## config.mk

```make
export PLATFORM = sky130hd
export DESIGN_NAME = race_edge_encoder8
export DESIGN_NICKNAME = d
export VERILOG_FILES = /design/src/rtl/race_edge_encoder8.sv
export SDC_FILE = /design/constraint.sdc
export NUM_CORES = 1
export LEC_CHECK = 0
export ABC_CLOCK_PERIOD_IN_PS = 6500
export BUFFER_PORTS_ARGS = -buffer_cell sky130_fd_sc_hd__buf_2
export CAP_MARGIN = 15
export CORE_MARGIN = 2
export CORE_UTILIZATION = 35
export CTS_BUF_LIST = sky130_fd_sc_hd__clkbuf_4
export CTS_CLUSTER_SIZE = 24
export DETAILED_ROUTE_END_ITERATION = 12
export GPL_TIMING_DRIVEN = 0
export PLACE_DENSITY = 0.56
export SLEW_MARGIN = 25
export SYNTH_ARGS = -nofsm -noshare
export SYNTH_HDL_FRONTEND = slang
export SYNTH_SLANG_ARGS = --single-unit
```

## constraint.sdc

```tcl
create_clock -name clk -period 6.5 [get_ports clk]
set_input_delay 1.3 -clock clk [delete_from_list [all_inputs] [get_ports clk]]
set_output_delay 1.3 -clock clk [all_outputs]
set_load 0.005 [all_outputs]
```

## src/rtl/race_edge_encoder8.sv

```systemverilog
// race_edge_encoder8: turns a vector of N binary arrival times into race-logic
// step edges over one 2^TW-cycle window, for the 8-input bitonic edge sorter.
//
// Phases: IDLE (accepting) -> RUN (one priming cycle, then window cycles
// k = 0 .. 2^TW-1 on the registered edges) -> CLEAR (one cycle, edges low,
// window_done high) -> IDLE.
//
// Optional feature macro: RACE_NULL_CODE_EN. When it is defined, the all-ones
// code means "no spike", and that lane stays low for the whole window.
module race_edge_encoder8 #(
  parameter int N  = 8,
  parameter int TW = 3
) (
  input  logic            clk,
  input  logic            rst_n,
  input  logic            in_valid,
  output logic            in_ready,
  input  logic [N*TW-1:0] in_times,
  output logic [N-1:0]    edges,
  output logic            window_start,
  output logic            window_done,
  output logic            busy
);

  localparam logic [TW-1:0] K_LAST = '1;

  typedef enum logic [1:0] {
    IDLE  = 2'd0,
    RUN   = 2'd1,
    CLEAR = 2'd2
  } state_t;

  state_t          state, state_next;
  logic [TW-1:0]   k, k_next;          // window cycle currently on edges
  logic            live, live_next;    // edges already show a window cycle
  logic [N*TW-1:0] times, times_next;  // holding register, loaded on accept
  logic [N-1:0]    edges_next;
  logic            window_start_next;
  logic            window_done_next;

  // Window index that the edges register shows after the coming clock edge:
  // 0 on the priming cycle, otherwise k+1. Saturates so it never wraps.
  logic [TW-1:0]   k_show;
  logic [N-1:0]    lane_hit;

  // Index that the next registered edges will present.
  always_comb begin
    k_show = '0;
    if (live) begin
      k_show = (k == K_LAST) ? k : k + 1'b1;
    end
  end

  // Per-lane unsigned compare of the held time code against k_show.
  generate
    for (genvar gi = 0; gi < N; gi++) begin : g_lane
      logic [TW-1:0] lane_time;
      assign lane_time = times[gi*TW +: TW];
`ifdef RACE_NULL_CODE_EN
      assign lane_hit[gi] = (lane_time != K_LAST) && (lane_time <= k_show);
`else
      assign lane_hit[gi] = (lane_time <= k_show);
`endif
    end
  endgenerate

  // Handshake and status come straight from the state register.
  assign in_ready = (state == IDLE);
  assign busy     = (state != IDLE);

  // Next-state and next-output logic.
  always_comb begin
    state_next        = state;
    k_next            = k;
    live_next         = live;
    times_next        = times;
    edges_next        = edges;
    window_start_next = 1'b0;
    window_done_next  = 1'b0;

    case (state)
      IDLE: begin
        edges_next = '0;
        if (in_valid) begin
          times_next = in_times;
          k_next     = '0;
          live_next  = 1'b0;
          state_next = RUN;
        end
      end

      RUN: begin
        if (!live) begin
          // Priming cycle: present window cycle k = 0.
          edges_next        = lane_hit;
          window_start_next = 1'b1;
          live_next         = 1'b1;
          k_next            = '0;
        end else if (k == K_LAST) begin
          // Last window cycle is on the outputs; close the window.
          edges_next       = '0;
          window_done_next = 1'b1;
          state_next       = CLEAR;
        end else begin
          k_next     = k_show;
          edges_next = lane_hit;
        end
      end

      CLEAR: begin
        edges_next = '0;
        k_next     = '0;
        live_next  = 1'b0;
        state_next = IDLE;
      end

      default: begin
        edges_next = '0;
        k_next     = '0;
        live_next  = 1'b0;
        state_next = IDLE;
      end
    endcase
  end

  // State, counter and registered outputs; reset clears everything at once.
  always_ff @(posedge clk or negedge rst_n) begin
    if (!rst_n) begin
      state        <= IDLE;
      k            <= '0;
      live         <= 1'b0;
      times        <= '0;
      edges        <= '0;
      window_start <= 1'b0;
      window_done  <= 1'b0;
    end else begin
      state        <= state_next;
      k            <= k_next;
      live         <= live_next;
      times        <= times_next;
      edges        <= edges_next;
      window_start <= window_start_next;
      window_done  <= window_done_next;
    end
  end

endmodule

```

# Word-level counts from Yosys, hierarchy flattened
# Cells that the tools add are included.
# totals
output_inout_bits	12
wordCells	47
regBits	40
in_bits	27
# classes
mux	20
reduce_logical	5
n_lt_le_gt_ge	8
n_addsub	1
eq_ne	6
# ops
cell	count
3-bit <= comparator	8
8-bit two-way mux	3
3-bit two-way mux	5
1-bit two-way mux	6
2-bit two-way mux	3
2-bit inequality test (second input constant)	3
3-bit one-hot mux with 2 select lines	1
2-bit one-hot mux with 2 select lines	1
2-bit AND reduction	2
3-bit by 1-bit adder with 3-bit output (second input constant)	1
3-bit equality test (second input constant)	1
3-bit inequality test (second input constant)	1
3-bit AND reduction	1
2-bit by 1-bit equality test with 1-bit output (second input constant)	1
2-bit logical NOT	1
1-bit one-hot mux with 2 select lines	1
2-bit nonzero test	1

# Longest topological paths before layout
# logic_depth
depth_word	7
ltp_mapped	8
mapped_depth_nobuf	8

# Least setup slack after synthesis
# OpenSTA, ideal clock, no wires.
# synth_timing
kind	input to register
start	input in_valid
end	register times[0]
required_ns	6.375
setup_slack_ns	4.249
t_arrival_ns	2.126
path_stages	4
n_path_buf	1
setup_time_ns	0.125
path_cell_list	inv_1 nor3_4 buf_4 mux2_2
# synth_between
elab_chain_cells	1
# synth_lines
item	line	text
start: declaration	16	input logic in_valid,
2-bit AND reduction (no source line)	--	
end signal: assignment	140	times <= times_next;
end: declaration	36	logic [N*TW-1:0] times, times_next;
# Every way passes these cells.
# A chain may end at the register's enable or synchronous reset.

# Worst setup path in the final report
# layout_timing
start	register state[0]
end	output busy
# layout_between
elab_chain_cells	1
# layout_lines
item	line	text
start: declaration	33	state_t state, state_next;
start signal: assignment	137	state <= state_next;
2-bit nonzero test	69	assign busy = (state != IDLE);
end: declaration	22	output logic busy
# Every way passes these cells.

==> summary.txt <==
CTS
  • Inserted Clock Buffers: 5
  • CTS tree: built
  • CTS root buffer: clkbuf_4
  • H-tree levels: 2
  • CTS sink count: 40
  • Worst-skew pair later-pin latency: 340 ps
  • CTS Hold Bufs: 0
  • Worst-path clk slew: 120 ps
  • Post-CTS Setup Inserts: 0
  • Post-cts sizing count: 0
  • CTS max path bufs: 2

STA
  • Final critical-path required period: 2470 ps
  • Tightest hold margin: 528 ps
  • Setup TNS: 0 ps
  • Achievable frequency: 405 MHz
  • Setup violators final: 0
  • Relative slew slack: 40.5%
  • Ratio of final minimum period to clock period: 37.9%
  • Final hold vios: 0
  • Layout Skew: 11.1 ps
  • Unrepaired setup endpoints after global routing: false
  • Max Slew Vio Count: 0
  • Setup ws final: 4030 ps
  • Worst-Margin Slew: 886 ps

Floorplan
  • Die Y-Extent: 81.6 um
  • Core ar.: 0.00589 mm2
  • FP Rows: 28
  • Initial Util: 35.8%
  • I/O Pins: 39
  • Die Wd: 81.6 um
  • Die ar.: 0.00666 mm2

Layout
  • Most frequent cells in the layout: dfrtp_1, buf_2, mux2_2, ha_1, nor2_1
  • FF/Latch Area: 0.00100 mm2
  • Fill cells: 596
  • Fin nets: 264
  • Area grow syn2layout: 16.1%
  • Multi-input gate area: 0.00103 mm2
  • Most common cell after layout, fill and taps aside: dfrtp_1
  • Finished Layout Cells: 296
  • Layout cell share with drive strength beyond 1: 39.8%
  • # diodes: 0
  • Fin util: 41.6%

Synthesis
  • Net count after synthesis: 219
  • #FFs+latches synth: 40
  • Syn Std Cell Area: 0.00211 mm2
  • Syn_area_per_cell: 12.0 um2
  • Synth top area cells: dfrtp_1, mux2_2, ha_1
  • Post-synth top area share: 47.5%
  • Post-Synthesis Cells: 175
  • Largest area contributor in the netlist: dfrtp_1
  • Distinct cells, synth: 25
  • Register area share after synthesis: 47.5%
  • Synth Warn #: 0

Critical path
  • Worst-path fanout max: 6
  • Required time worst endpoint: 5200 ps
  • Crit path launch type: flop
  • WP data arrival: 1170 ps
  • Critical Path End Type: output port
  • Crit Path Class: reg -> out

Placement
  • GP Congestion: 0.705
  • IO Port Bufs: 38
  • Cells after DPL: 288
  • DP Worst Slack: 3960 ps
  • Hpwl dp: 2890 um

Global routing
  • Gr busiest metal: met2
  • M3 GR Usage: 2.64%
  • Gr ovfl total: 0
  • Grt met2 use: 22.9%
  • Pin count of the biggest net entering global routing: 41
  • Vias in the first global route: 1477
  • Initial antenna violation count: 0
  • M1 GR Usage: 16.9%
  • First-pass GRT wire length: 6740 um
  • GRT Total Usage: 13.6%

Detailed routing
  • Vias per inst: 4.96
  • ANT nets after route: 0
  • Initial DRT Pass Iterations: 4
  • Wire per inst: 13.9 um
  • # DRC: 0
  • Via count: 1468
  • WL final: 4120 um
  • Iter 0 DRT Violations: 62

Power and ir drop
  • Internal power of the cells: 0.813 mW
  • Sequential share of power: 33.4%
  • Clock group share of total power: 9.5%
  • Switching Fraction: 39.4%
  • Worst IR drop on VDD: 179 uV
  • Leakage: 1.10 nW
  • Sw power: 0.528 mW
  • PD cells: 548 mW/mm2
  • Logic pwr share: 57.1%

Status
  • Outcome: finished clean

Flow run
  • Maxcap violations: 0

Hold path
  • Worst Hold Class: reg -> reg
==> final cells by class <==
class | instances | area share [%]
Buffer | 8 | 2.66
Clock buffer | 7 | 2.15
Clock inverter | 1 | 0.153
Tap cell | 75 | 3.83
Timing Repair Buffer | 38 | 7.77
Multi-Input combinational cell | 123 | 42.0
Inverter | 4 | 0.613
Sequential cell | 40 | 40.9
==> layer usage <==
| layer | wire (um) | up-vias | share of wire [%] |
|---|---|---|---|
| li1 | - | 734 | - |
| met5 | 0 | - | 0 |
| met3 | 117 | 5 | 2.8 |
| met4 | 66 | 0 | 1.6 |
| met1 | 1960 | 706 | 47 |
| met2 | 1980 | 23 | 48 |
==> path summary, 6_finish.rpt <==
path,startpoint,end,slack [ps],cells after the start
worst max-delay path,state[0],busy,4030,3
worst max register to register,k[0],edges[1],4070,6
max in group asynchronous,rst_n,times[10],4860,1
worst min-delay path,times[13],times[13],530,1
min in group asynchronous,rst_n,times[1],1080,1
worst min register to register,times[13],times[13],530,1
==> per-stage QoR <==
step / total power [mW] / cell area [um2]
floorplan: 1.05 / 2110
global placement: 1.22 / 2390
detailed placement: 1.23 / 2390
CTS: 1.37 / 2450
global route: 1.49 / 2450
finish: 1.34 / 2450
==> sequential cells by signal, indices dropped and copies added (netlist names) <==
register	cells
k	3
window_start	1
state	2
live	1
times	24
window_done	1
edges	8
==> synthesized netlist by cell type <==
cell       n
a21oi_1    9
a31oi_1    8
and2_1     8
nor2b_1    1
nand2b_1   2
mux2_2    26
dfrtp_1   40
inv_1      4
nand2_1    3
nor3_4     1
o211ai_1   8
buf_2      1
a21bo_1    1
and3_4     1
clkbuf_1   2
ha_1      17
o21ai_0    3
a211oi_2   8
buf_6      4
nand4_1    1
o32ai_1    2
nand3b_2   1
buf_4      1
nand3_1   10
nor2_1    13
==> logic make-up (layout without fill, tap and decap cells) <==
| kind of cell | Yosys count | count (layout) | share of synthesized area (%) |
|---|---|---|---|
| buffers and inverters | 12 | 58 | 3.80 |
| AO/OA/AOI/OAI | 39 | 39 | 14.1 |
| multiplexers | 26 | 26 | 13.9 |
| AND/OR/NAND/NOR | 41 | 41 | 10.6 |
| flip-flops | 40 | 40 | 47.5 |
| adder cells (fa/ha/maj) | 17 | 17 | 10.1 |
==> power groups by stage <==
stage          sequential (mW)  clock, mW  combinational [mW]
4_1_cts                  0.449      0.136               0.781
6_report                 0.448      0.128               0.766
3_3_place_gp             0.454          0               0.767
2_1_floorplan            0.436          0               0.612
5_1_grt                  0.463      0.145               0.878
3_5_place_dp             0.455          0               0.779
==> critical path: stages (launching register included) <==
cell,delay (ps)
dfrtp_1,480
nor2_1,160
inv_1,60
buf_2,120
(Power assumes the default switching activity.)
